`src/rtl/mem_stage.sv`:
```
// -----------------------------------------------------------------------------
// mem_stage -- pipeline MEM stage: issues loads/stores to a data memory with a
// request/acknowledge handshake, aligns store data, extracts and extends load
// data, and produces the MEM/WB register.
//
// Build option: MEM_MISALIGN_TRAP_EN
//   defined   : a misaligned halfword (addr[0]=1) or word (addr[1:0]!=0)
//               access skips the memory and completes with err=1.
//   undefined : misaligned low address bits are forced to zero and the access
//               proceeds normally; err only reports a timeout.
//
// Parameter
//   WAIT_MAX      : BUSY cycles to wait for dm_ack before timing out (1..255)
//
// Ports
//   clk, rst      : clock, synchronous active-low reset
//   valid_in ...  : EX/MEM register contents (alu_out_in is the byte address
//                   for memory ops; funct3_in selects access size/extension)
//   dm_*          : data-memory request side (dm_req held until ack/timeout)
//   stall         : upstream pipeline registers must hold
//   wb_*          : MEM/WB register; wb_valid is a one-cycle pulse
//   err           : one-cycle fault pulse, coincident with wb_valid
//   fsm_state     : current FSM state (debug observation)
//
// Handshake: dm_req is high for every BUSY cycle; the access completes in the
// cycle where dm_ack is sampled high, and dm_rdata is only looked at in that
// cycle. dm_ack is ignored whenever no request is outstanding.
// -----------------------------------------------------------------------------
module mem_stage #(
  parameter int unsigned WAIT_MAX = 15
) (
  input  logic        clk,
  input  logic        rst,
  input  logic        valid_in,
  input  logic [31:0] alu_out_in,
  input  logic [31:0] rs2_data_in,
  input  logic [31:0] pc_in,
  input  logic [4:0]  rd_in,
  input  logic [2:0]  funct3_in,
  input  logic        mem_read_in,
  input  logic        mem_write_in,
  input  logic        reg_write_in,
  output logic        dm_req,
  output logic        dm_we,
  output logic [31:0] dm_addr,
  output logic [3:0]  dm_be,
  output logic [31:0] dm_wdata,
  input  logic [31:0] dm_rdata,
  input  logic        dm_ack,
  output logic        stall,
  output logic        wb_valid,
  output logic        wb_reg_write,
  output logic [31:0] wb_data,
  output logic [31:0] wb_pc,
  output logic [4:0]  wb_rd,
  output logic        err,
  output logic [1:0]  fsm_state
);

  typedef enum logic [1:0] {
    IDLE = 2'd0,
    BUSY = 2'd1,
    DONE = 2'd2
  } state_t;

  // Timeout fires in the WAIT_MAX-th BUSY cycle, so dm_req is high exactly
  // WAIT_MAX cycles when no acknowledge arrives.
  localparam logic [7:0] WAIT_LAST = 8'(WAIT_MAX - 1);

  state_t      state_q, state_d;
  logic [7:0]  wait_cnt;

  // Latched access attributes, needed when the load data comes back.
  logic        op_load;
  logic        op_byte;
  logic        op_half;
  logic        op_unsigned;
  logic [1:0]  op_off;
  logic        op_reg_write;
  logic [31:0] op_addr;
  logic [31:0] op_pc;
  logic [4:0]  op_rd;

  // Incoming access decode. Codes other than B/H/BU/HU act as word.
  logic        mem_op;
  logic        in_byte;
  logic        in_half;
  logic [1:0]  in_off;
  logic        trap;
  logic        timeout_hit;
  logic [31:0] rdata_shift;
  logic [31:0] load_data;

  assign mem_op  = valid_in & (mem_read_in | mem_write_in);
  assign in_byte = (funct3_in[1:0] == 2'b00);
  assign in_half = (funct3_in[1:0] == 2'b01);

  // Effective lane offset: halfwords ignore addr[0], words ignore addr[1:0].
  assign in_off  = in_byte ? alu_out_in[1:0] :
                   in_half ? {alu_out_in[1], 1'b0} : 2'b00;

`ifdef MEM_MISALIGN_TRAP_EN
  assign trap = mem_op &
                ((in_half & alu_out_in[0]) |
                 (~in_byte & ~in_half & (alu_out_in[1:0] != 2'b00)));
`else
  assign trap = 1'b0;
`endif

  assign timeout_hit = (wait_cnt == WAIT_LAST);

  // Load data: shift the addressed lane down, then extend by size.
  assign rdata_shift = dm_rdata >> {op_off, 3'b000};

  always_comb begin
    load_data = dm_rdata;
    if (op_byte) begin
      load_data = {{24{~op_unsigned & rdata_shift[7]}}, rdata_shift[7:0]};
    end else if (op_half) begin
      load_data = {{16{~op_unsigned & rdata_shift[15]}}, rdata_shift[15:0]};
    end
  end

  // ---------------------------------------------------------------------------
  // FSM: state register
  // ---------------------------------------------------------------------------
  always_ff @(posedge clk) begin
    if (!rst) begin
      state_q <= IDLE;
    end else begin
      state_q <= state_d;
    end
  end

  // ---------------------------------------------------------------------------
  // FSM: next state and combinational outputs
  // ---------------------------------------------------------------------------
  always_comb begin
    state_d = state_q;
    stall   = 1'b0;
    dm_req  = 1'b0;
    case (state_q)
      IDLE: begin
        if (mem_op) begin
          stall   = 1'b1;
          state_d = trap ? DONE : BUSY;
        end
      end
      BUSY: begin
        stall  = 1'b1;
        dm_req = 1'b1;
        // An acknowledge in the final wait cycle still counts as success.
        if (dm_ack || timeout_hit) begin
          state_d = DONE;
        end
      end
      DONE: begin
        state_d = IDLE;
      end
      default: begin
        state_d = IDLE;
      end
    endcase
  end

  assign fsm_state = state_q;

  // ---------------------------------------------------------------------------
  // Datapath: request registers, wait counter and MEM/WB register
  // ---------------------------------------------------------------------------
  always_ff @(posedge clk) begin
    if (!rst) begin
      wait_cnt     <= 8'd0;
      op_load      <= 1'b0;
      op_byte      <= 1'b0;
      op_half      <= 1'b0;
      op_unsigned  <= 1'b0;
      op_off       <= 2'b00;
      op_reg_write <= 1'b0;
      op_addr      <= 32'd0;
      op_pc        <= 32'd0;
      op_rd        <= 5'd0;
      dm_we        <= 1'b0;
      dm_addr      <= 32'd0;
      dm_be        <= 4'd0;
      dm_wdata     <= 32'd0;
      wb_valid     <= 1'b0;
      wb_reg_write <= 1'b0;
      wb_data      <= 32'd0;
      wb_pc        <= 32'd0;
      wb_rd        <= 5'd0;
      err          <= 1'b0;
    end else begin
      // Pulses default low; other wb_* fields hold.
      wb_valid <= 1'b0;
      err      <= 1'b0;
      case (state_q)
        IDLE: begin
          if (valid_in && !mem_op) begin
            wb_valid     <= 1'b1;
            wb_reg_write <= reg_write_in;
            wb_data      <= alu_out_in;
            wb_pc        <= pc_in;
            wb_rd        <= rd_in;
          end else if (trap) begin
            wb_valid     <= 1'b1;
            err          <= 1'b1;
            wb_reg_write <= 1'b0;
            wb_data      <= alu_out_in;
            wb_pc        <= pc_in;
            wb_rd        <= rd_in;
          end else if (mem_op) begin
            wait_cnt     <= 8'd0;
            // A simultaneous read+write request is a store.
            op_load      <= ~mem_write_in;
            op_byte      <= in_byte;
            op_half      <= in_half;
            op_unsigned  <= funct3_in[2];
            op_off       <= in_off;
            op_reg_write <= reg_write_in;
            op_addr      <= alu_out_in;
            op_pc        <= pc_in;
            op_rd        <= rd_in;
            dm_we        <= mem_write_in;
            dm_addr      <= {alu_out_in[31:2], 2'b00};
            if (in_byte) begin
              dm_be    <= 4'b0001 << in_off;
              dm_wdata <= {4{rs2_data_in[7:0]}};
            end else if (in_half) begin
              dm_be    <= 4'b0011 << in_off;
              dm_wdata <= {2{rs2_data_in[15:0]}};
            end else begin
              dm_be    <= 4'b1111;
              dm_wdata <= rs2_data_in;
            end
          end
        end
        BUSY: begin
          if (dm_ack) begin
            wb_valid     <= 1'b1;
            wb_reg_write <= op_reg_write;
            wb_data      <= op_load ? load_data : op_addr;
            wb_pc        <= op_pc;
            wb_rd        <= op_rd;
          end else if (timeout_hit) begin
            wb_valid     <= 1'b1;
            err          <= 1'b1;
            wb_reg_write <= 1'b0;
            wb_data      <= op_addr;
            wb_pc        <= op_pc;
            wb_rd        <= op_rd;
          end else begin
            wait_cnt <= wait_cnt + 8'd1;
          end
        end
        default: begin
        end
      endcase
    end
  end

endmodule

```
`config.mk`:
```
export PLATFORM = sky130hd
export DESIGN_NAME = mem_stage
export DESIGN_NICKNAME = d
export VERILOG_FILES = /design/src/rtl/mem_stage.sv
export SDC_FILE = /design/constraint.sdc
export NUM_CORES = 1
export LEC_CHECK = 0
export ABC_AREA = 1
export CORE_ASPECT_RATIO = 2
export CORE_MARGIN = 5
export CORE_UTILIZATION = 35
export CTS_CLUSTER_DIAMETER = 30
export CTS_CLUSTER_SIZE = 14
export DETAILED_ROUTE_END_ITERATION = 8
export SYNTH_ARGS = -nofsm -noshare
export SYNTH_HDL_FRONTEND = slang
export SYNTH_SLANG_ARGS = --single-unit
```
`constraint.sdc`:
```
create_clock -name clk -period 1.8 [get_ports clk]
set_input_delay 0.27 -clock clk [delete_from_list [all_inputs] [get_ports clk]]
set_output_delay 0.27 -clock clk [all_outputs]
set_load 0.02 [all_outputs]
```
==> results by group, run 1 <==
Finish
  – Reg area: 0.00390 mm²
  – Area added between synthesis and finish: 40.2%
  – Commonest non-fill, non-tap cell in the layout: clkdlybuf4s50_1
  – Fill cells: 2,749
  – Layout Utilization: 49.7%
  – Fraction of layout cells with a size suffix above 1: 9.69%
  – Multi-input gate area: 0.00437 mm²
  – Most frequent cells in the layout: 280 x clkdlybuf4s50_1, 272 x nand2_1, 195 x dfxtp_1
  – Nets: 1,793

Routing
  – Drt via density: 4.86
  – 1st-iter DRT viols: 552
  – Routed WL: 34,100 µm
  – Via count: 9,769
  – Detail Route Antenna Nets: 0
  – DRT Pass-1 Iters: 5
  – Post-route DRC: 0
  – Routed WL per cell: 16.9 µm

Synthesis
  – Async set-reset flop share out of synthesis: 0%
  – Post-synth EDFFs: 0
  – Library cells used by synthesis: 34
  – Cell count after synthesis: 1,408
  – Synth warnings: 0
  – Top_reg_cell synth: dfxtp_1
  – Largest area contributor in the netlist: dfxtp_1
  – Yosys reg bits: 195
  – Synth Cell Area: 0.00954 mm²
  – Syn avg cell area: 6.78 µm²
  – Most area-consuming cells after synthesis: dfxtp_1 41%, nand2_1 11%, o21ai_0 8.1%
  – Synth top area share: 40.9%
  – Share of the yosys chip area belonging to registers: 40.9%

Timing
  – Tcrit/Tclk final: 96.9%
  – Crit path time final: 1.74 ns
  – Final setup viols: 0
  – Skew final: 0.0184 ns
  – Fmax: 573 MHz
  – RSZ-0062 raised after global routing: false
  – Slew Limit Fails: 0
  – Final Hold Viols: 0

Placement
  – GPL Wtd Cong: 0.960
  – Hpwl dp: 25,100 µm
  – Port Buf Inserts: 285

Clock network
  – Clock sinks: 195
  – Worst-Skew Late Latency: 0.45 ns
  – Root buffer cell: clkbuf_16
  – Reg clk slew, reported paths: 0.07 ns
  – Hold bufs inserted after CTS: 0
  – H-Tree Depth: 4
  – Clock Tree Buf Depth: 2
  – TritonCTS clock tree: done
  – Num CTS Buffers: 17

Setup path
  – Critical Path RT: 1.53 ns
  – Crit end category: primary output
  – CP cell instances: clkdlybuf4s50_1
  – CP Launch Type: flop
  – Arr. time, crit path: 1.47 ns
  – Reg2Reg Setup Slack: 0.17 ns
  – CP Buf/Inv Count: 1
  – Worst reg2reg endpoint: wb_data[6]
  – Worst-path maximum fanout: 2
  – Levels on crit path: 1
  – CP endpoint: wb_pc[21]
  – WS Path Type: flop to primary output
  – Reg-to-reg critical path startpoint: op_off[0]
  – Slowest CP cell: clkdlybuf4s50_1
  – R2R cell count: 7
  – Crit-path leading delay family: buffers and inverters
  – Setup crit start: wb_pc[21]
  – Critical path's largest stage delay: 0.64 ns

GRT
  – Initial antenna violation count: 4
  – Largest net degree at the start of global routing: 106
  – Total grt overflow: 0
  – Vias in the first global route: 9,501
  – First-pass GRT wire length: 52,300 µm
  – GRT Total Usage: 21.7%

Die
  – FP Rows: 85
  – Chip height: 243 µm
  – Core area: 0.0269 mm²
  – Die area: 0.0309 mm²
  – I/O pin count: 288
  – Initial Util: 35.5%
  – Die Width: 127 µm

Run status
  – Status: finished, final reports clean

Hold path
  – Hold path depth: 4
  – HP Class: primary input to flop

Power
  – Pwr Total: 11.6 mW
  – Peak supply drop: 0.674 mV
  – LEAKAGE: 5.54 nW
  – PD cells: 867 mW/mm²

Run
  – Max-Cap Viols: 0
[metrics by stage]
step | cell area (µm²) | instances | setup slack [ns] | hold slack [ns] | TNS, ns
floorplan | 9540 | 1409 | 0.213 | 0.415 | 0
global placement | 12800 | 1973 | -0.210 | 0.433 | -23.15
detailed placement | 12800 | 1973 | -0.212 | 0.440 | -23.58
CTS | 13300 | 2005 | 0.0128 | 0.364 | 0
global route | 13400 | 2012 | 0.00495 | 0.398 | 0
finish | 13400 | 2012 | 0.0558 | 0.385 | 0
[synthesized netlist by cell type, drive strengths merged (2+ instances only)]
| library cell | count |
|---|---|
| o21ai | 213 |
| buf | 72 |
| clkinv | 4 |
| nand2 | 296 |
| xor2 | 2 |
| nand4 | 2 |
| clkbuf | 52 |
| or2 | 3 |
| nand3 | 22 |
| o22ai | 8 |
| ha | 2 |
| nor2 | 181 |
| a31oi | 16 |
| inv | 161 |
| dfxtp | 195 |
| a41oi | 8 |
| a21oi | 164 |
| nor3 | 3 |
| a211oi | 2 |
[report_power, final]
part / internal [mW] / switching (mW) / total [mW]
combinational: 1.38 / 1.76 / 3.14
sequential: 4.71 / 0.205 / 4.91
clock: 1.79 / 1.76 / 3.54
total: 7.87 / 3.72 / 11.6
[registers in the layout, indices dropped and copies added (netlist names)]
name / cells
wb_rd: 5
op_pc: 32
op_unsigned: 1
op_off: 2
dm_be: 4
wait_cnt: 8
err: 1
op_rd: 5
op_addr: 32
op_reg_write: 1
wb_reg_write: 1
dm_wdata: 32
wb_pc: 32
dm_we: 1
wb_data: 32
op_byte: 1
wb_valid: 1
op_load: 1
op_half: 1
fsm_state: 2
[cells by family after synthesis]
family	count (synthesis)	share of synthesized area (%)
other	1	0.0393
xor gates and xnor gates	2	0.184
DFF	195	40.9
AOI/OAI and AO/OA	412	23.6
and+or+nand+nor	507	21.3
buffers and inverters	289	13.7
adders and majority gates	2	0.262
[worst min-delay path by stage]
stage | to | slack [ns] | from
2_1_floorplan | dm_wdata[0] | 0.41 | rs2_data_in[0]
3_3_place_gp | op_pc[26] | 0.43 | op_pc[26]
3_5_place_dp | op_pc[10] | 0.44 | op_pc[10]
4_1_cts | wait_cnt[7] | 0.36 | rst
5_1_grt | dm_wdata[20] | 0.40 | rs2_data_in[20]
6_report | wb_data[0] | 0.38 | rst
[area by class of cell]
type	count	area share, %
antenna	3	0.0561
sequential	195	29.2
inverter	165	4.66
multi-input combinational	925	32.6
timing repair buffer	344	26.2
clock inverter	13	0.748
tap	348	3.26
clock buffer	19	3.24
[per-layer routing]
metal | wire, µm | track usage [%]
met1 | 12300 | 21.9
met3 | 1780 | 5.30
met2 | 18300 | 39.8
met5 | 0 | 0
met4 | 1640 | 12.0
[repair_timing]
action                     4_1_cts  5_1_grt
setup endpoints to repair        3        7
cloned                           0        1
buffers inserted                 0        3
resized for setup                5        5
pin swaps                        0        1
Power figures use the tool's default switching activity.
==> run 2: changes to the inputs <==
--- a/config.mk
+++ b/config.mk
@@ -12,6 +12,7 @@
 export CTS_CLUSTER_DIAMETER = 30
 export CTS_CLUSTER_SIZE = 14
 export DETAILED_ROUTE_END_ITERATION = 8
+export REMOVE_ABC_BUFFERS = 1
 export SYNTH_ARGS = -nofsm -noshare
 export SYNTH_HDL_FRONTEND = slang
 export SYNTH_SLANG_ARGS = --single-unit
==> constraint.sdc (replaced) <==
create_clock -name clk -period 1.8 [get_ports clk]
set_input_delay 0.27 -clock clk [delete_from_list [all_inputs] [get_ports clk]]
set_output_delay 0.27 -clock clk [all_outputs]
set_load 0.1 [all_outputs]
==> results by group, run 2 (synthesized netlist as in run 1, its figures left out) <==
Run status
  – Status: finished, final reports clean

GRT
  – Largest net degree at the start of global routing: 65
  – Vias in the first global route: 9,459
  – First-pass GRT wire length: 50,400 µm
  – Initial antenna violation count: 7
  – GRT Total Usage: 20.9%
  – Total grt overflow: 0

Timing
  – Final Hold Viols: 0
  – Skew final: 0.00857 ns
  – Final setup viols: 0
  – Slew Limit Fails: 0
  – Hold_ws: 0.260 ns
  – Crit path time final: 1.71 ns
  – Tcrit/Tclk final: 94.7%
  – Fin Setup TNS: 0 ns
  – Fmax: 586 MHz
  – Setup ws final: 0.0949 ns
  – RSZ-0062 raised after global routing: false

Clock network
  – Reg clk slew, reported paths: 0.07 ns
  – Clock Tree Buf Depth: 2
  – Root buffer cell: clkbuf_16
  – Num CTS Buffers: 17
  – Worst-Skew Late Latency: 0.45 ns
  – TritonCTS clock tree: done
  – H-Tree Depth: 4
  – Clock sinks: 195
  – Hold bufs inserted after CTS: 0

Power
  – PD cells: 1040 mW/mm²
  – Peak supply drop: 0.631 mV
  – LEAKAGE: 5.93 nW

Run
  – Max-Cap Viols: 0

Finish
  – Nets: 1,805
  – Fill cells: 2,733
  – Most frequent cells in the layout: 270 x nand2_1, 192 x dfxtp_1, 180 x buf_4
  – Fraction of layout cells with a size suffix above 1: 19.2%
  – Commonest non-fill, non-tap cell in the layout: nand2_1
  – Post-Layout Cell Count: 2,027
  – Area added between synthesis and finish: 40.9%
  – Final instance area: 0.0134 mm²

Placement
  – Placed cells: 1,976
  – Place WS: -0.159 ns
  – GPL Wtd Cong: 0.843
  – Hpwl dp: 25,000 µm
  – Placed inst area: 0.0126 mm²
  – Port Buf Inserts: 285

Setup path
  – Critical Path RT: 1.53 ns
  – Arr. time, crit path: 1.44 ns
  – WS Path Type: flop to primary output
  – R2R cell count: 10
  – CP Launch Type: flop
  – Crit end category: primary output
  – Worst-path maximum fanout: 14

Die
  – Chip height: 243 µm
  – Die Width: 127 µm
  – Die area: 0.0309 mm²
  – FP Rows: 85
  – I/O pin count: 288
  – Core area: 0.0269 mm²
  – Initial Util: 35.5%

Routing
  – Routed WL per cell: 16.2 µm
  – Drt via density: 4.77
  – Detail Route Antenna Nets: 0
  – Via count: 9,667
  – Routed WL: 32,800 µm
  – 1st-iter DRT viols: 453
  – Post-route DRC: 0
  – DRT Pass-1 Iters: 5

Hold path
  – Hold path depth: 3
  – HP Class: primary input to flop
[run 2: per-stage QoR]
stage | total power, mW | utilization, %
global placement | 9.90 | 47.0
detailed placement | 9.93 | 47.0
floorplan | 8.30 | -
finish | 14.0 | 50.0
CTS | 14.1 | 49.6
global route | 14.6 | 50.0
[run 2: power breakdown]
group          internal (mW)  switching [mW]
registers               4.71           0.228
clock network           2.37            1.76
logic                   1.39            3.54
total                   8.47            5.53
[run 2: path summary, 6_finish.rpt]
path	startpoint	to	slack, ns
worst max register to register	fsm_state[1]	wb_data[29]	0.15
worst max-delay path	fsm_state[1]	dm_req	0.09
worst min register to register	op_pc[11]	op_pc[11]	0.45
worst min-delay path	rst	wb_data[25]	0.26
[run 2: area by class of cell]
| cell class | count | area [µm²] | share of cell area [%] |
|---|---|---|---|
| Antenna cell | 7 | 17.5 | 0.130 |
| Clock buffer | 19 | 443 | 3.30 |
| Clock inverter | 12 | 179 | 1.33 |
| Inverter | 165 | 626 | 4.65 |
| Multi-Input combinational cell | 925 | 4370 | 32.5 |
| Sequential cell | 195 | 3910 | 29.1 |
| Tap cell | 348 | 435 | 3.24 |
| Timing Repair Buffer | 355 | 3460 | 25.7 |
| Timing Repair inverter | 1 | 5.00 | 0.0372 |
[run 2: metal layers]
layer  vias up  GRT usage [%]  wire, µm
met1      4352           20.2     11400
met4         0           12.1      1490
met5         -              0         0
met2       283           39.4     18000
met3        62           5.06      1980
li1       4970              -         -
[run 2: critical path: stages, from the launching register on]
cell     delay [ns]
dfxtp_2        0.35
inv_2          0.08
nand2_4        0.10
inv_4          0.10
buf_12         0.15
buf_12         0.18
[run 2: what timing repair did]
item | 4_1_cts | 5_1_grt
pin swaps | 1 | 1
setup buffers | 3 | 8
gates cloned | 1 | 1
endpoints found under the setup margin | 2 | 14
resized for setup | 10 | 4
==> run 3: changes to the inputs <==
--- a/config.mk
+++ b/config.mk
@@ -13,6 +13,7 @@
 export CTS_CLUSTER_SIZE = 14
 export DETAILED_ROUTE_END_ITERATION = 8
 export REMOVE_ABC_BUFFERS = 1
+export SLEW_MARGIN = 20
 export SYNTH_ARGS = -nofsm -noshare
 export SYNTH_HDL_FRONTEND = slang
 export SYNTH_SLANG_ARGS = --single-unit
==> constraint.sdc (replaced) <==
create_clock -name clk -period 1.5 [get_ports clk]
set_input_delay 0.225 -clock clk [delete_from_list [all_inputs] [get_ports clk]]
set_output_delay 0.225 -clock clk [all_outputs]
set_load 0.1 [all_outputs]
==> results by group, run 3 (synthesized netlist as in run 1, its figures left out) <==
GRT
  – First-pass GRT wire length: 53,700 µm
  – Largest net degree at the start of global routing: 61
  – Vias in the first global route: 9,819
  – Initial antenna violation count: 7
  – GRT Total Usage: 22.4%
  – Total grt overflow: 0

Die
  – Initial Util: 35.5%
  – Chip height: 243 µm
  – FP Rows: 85
  – I/O pin count: 288
  – Die area: 0.0309 mm²
  – Core area: 0.0269 mm²
  – Die Width: 127 µm

Setup path
  – Worst-path maximum fanout: 7
  – Critical path's largest stage delay: 0.37 ns
  – Slowest CP cell: dfxtp_4
  – CP Buf/Inv Count: 4
  – Arr. time, crit path: 1.93 ns
  – WS Path Type: flop to flop
  – Reg2Reg Setup Slack: -0.09 ns
  – Crit end category: flop
  – CP Launch Type: flop
  – CP cell instances: inv_4 > nand2_8 > buf_6 > nor2_4 > nand2_4 > nand2_8 > inv_8 > clkbuf_16 > nor2_1 > nor2_1
  – Critical Path RT: 1.84 ns
  – Crit-path leading delay family: simple AND/OR/NAND/NOR gates

Power
  – Pwr Total: 18.2 mW
  – LEAKAGE: 6.68 nW
  – Peak supply drop: 0.781 mV
  – PD cells: 1160 mW/mm²

Placement
  – Placed cells: 2,008
  – Hpwl dp: 26,200 µm
  – GPL Wtd Cong: 0.872
  – Port Buf Inserts: 285
  – Place WS: -0.449 ns

Routing
  – Detail Route Antenna Nets: 0
  – Post-route DRC: 0
  – Via count: 10.0k
  – 1st-iter DRT viols: 442
  – Routed WL: 36,300 µm
  – Drt via density: 4.84
  – Routed WL per cell: 17.6 µm
  – DRT Pass-1 Iters: 5

Run
  – Max-Cap Viols: 0

Finish
  – Nets: 1,845
  – Post-Layout Cell Count: 2,067
  – Most frequent cells in the layout: 253 x nand2_1, 189 x dfxtp_1, 161 x buf_12
  – Multi-input gate area: 0.00455 mm²
  – Fill cells: 2,381
  – Reg area: 0.00392 mm²
  – Area added between synthesis and finish: 65.2%
  – Fraction of layout cells with a size suffix above 1: 23.9%
  – Commonest non-fill, non-tap cell in the layout: nand2_1

Clock network
  – Worst-Skew Late Latency: 0.45 ns
  – H-Tree Depth: 4
  – Reg clk slew, reported paths: 0.07 ns
  – Clock Tree Buf Depth: 2
  – Num CTS Buffers: 17
  – TritonCTS clock tree: done
  – Root buffer cell: clkbuf_16
  – Clock sinks: 195

Timing
  – Slew Limit Fails: 0
  – RSZ-0062 raised after global routing: true
  – Skew final: 0.00920 ns
  – Tcrit/Tclk final: 106%
  – Setup ws final: -0.0899 ns
  – Fin Setup TNS: -3.86 ns
  – Final Hold Viols: 0
  – Crit path time final: 1.59 ns
  – Hold_ws: 0.213 ns
  – Fmax: 629 MHz
  – Final setup viols: 80

Run status
  – Status: finished with violations
  – Failing checks: setup timing

Hold path
  – HP Class: primary input to flop
run 3: cell type report:
| cell class | instances | area share, % |
|---|---|---|
| inverters | 165 | 4.06 |
| well taps | 348 | 2.76 |
| clock inverters | 14 | 1.29 |
| diodes | 6 | 0.0953 |
| flip-flops and latches | 195 | 24.9 |
| multi-input cells | 926 | 28.8 |
| repair buffers | 395 | 35.3 |
| clock buffers | 18 | 2.79 |
run 3: report_power, final:
| part | total [mW] | internal [mW] | leakage [nW] | switching [mW] |
|---|---|---|---|---|
| clock network | 5.03 | 2.86 | 0.306 | 2.17 |
| logic | 7.13 | 2.69 | 4.76 | 4.44 |
| registers | 6.09 | 5.65 | 1.61 | 0.442 |
run 3: per-layer routing:
metal | global-route usage [%] | share of wire [%] | up-vias
met3 | 6.73 | 6.2 | 68
met4 | 11.9 | 4.7 | 2
li1 | - | - | 5068
met5 | 0 | 0.050 | -
met1 | 21.1 | 33 | 4564
met2 | 42.4 | 56 | 306
run 3: final timing paths:
check,to,depth (start not counted),from
max,wb_pc[1],10,fsm_state[1]
min,wb_data[12],3,rst
max reg2reg,wb_pc[1],10,fsm_state[1]
min reg2reg,op_pc[18],2,op_pc[18]
run 3: repair_timing:
item                                    in CTS  in global routing
pin swaps                                    4                  5
gates cloned                                 6                  6
hold buffers                                 0                  0
buffers inserted                             9                  2
endpoints found under the hold margin        0                  0
endpoints found under the setup margin      50                138
gates resized for setup                     31                 71
run 3: through the flow:
step,util (%),area [µm²]
final,58.6,15800
after global routing,58.6,15800
after CTS,57.5,15500
after detailed placement,53.8,14500
after global placement,53.8,14500
after floorplan,-,8860
run 3: worst reg2reg max path: cells and delay by family (launching register included):
family,cells,cell delay [ns]
and+or+nand+nor,6,0.63
buffers and inverters,4,0.48
DFF,1,0.37
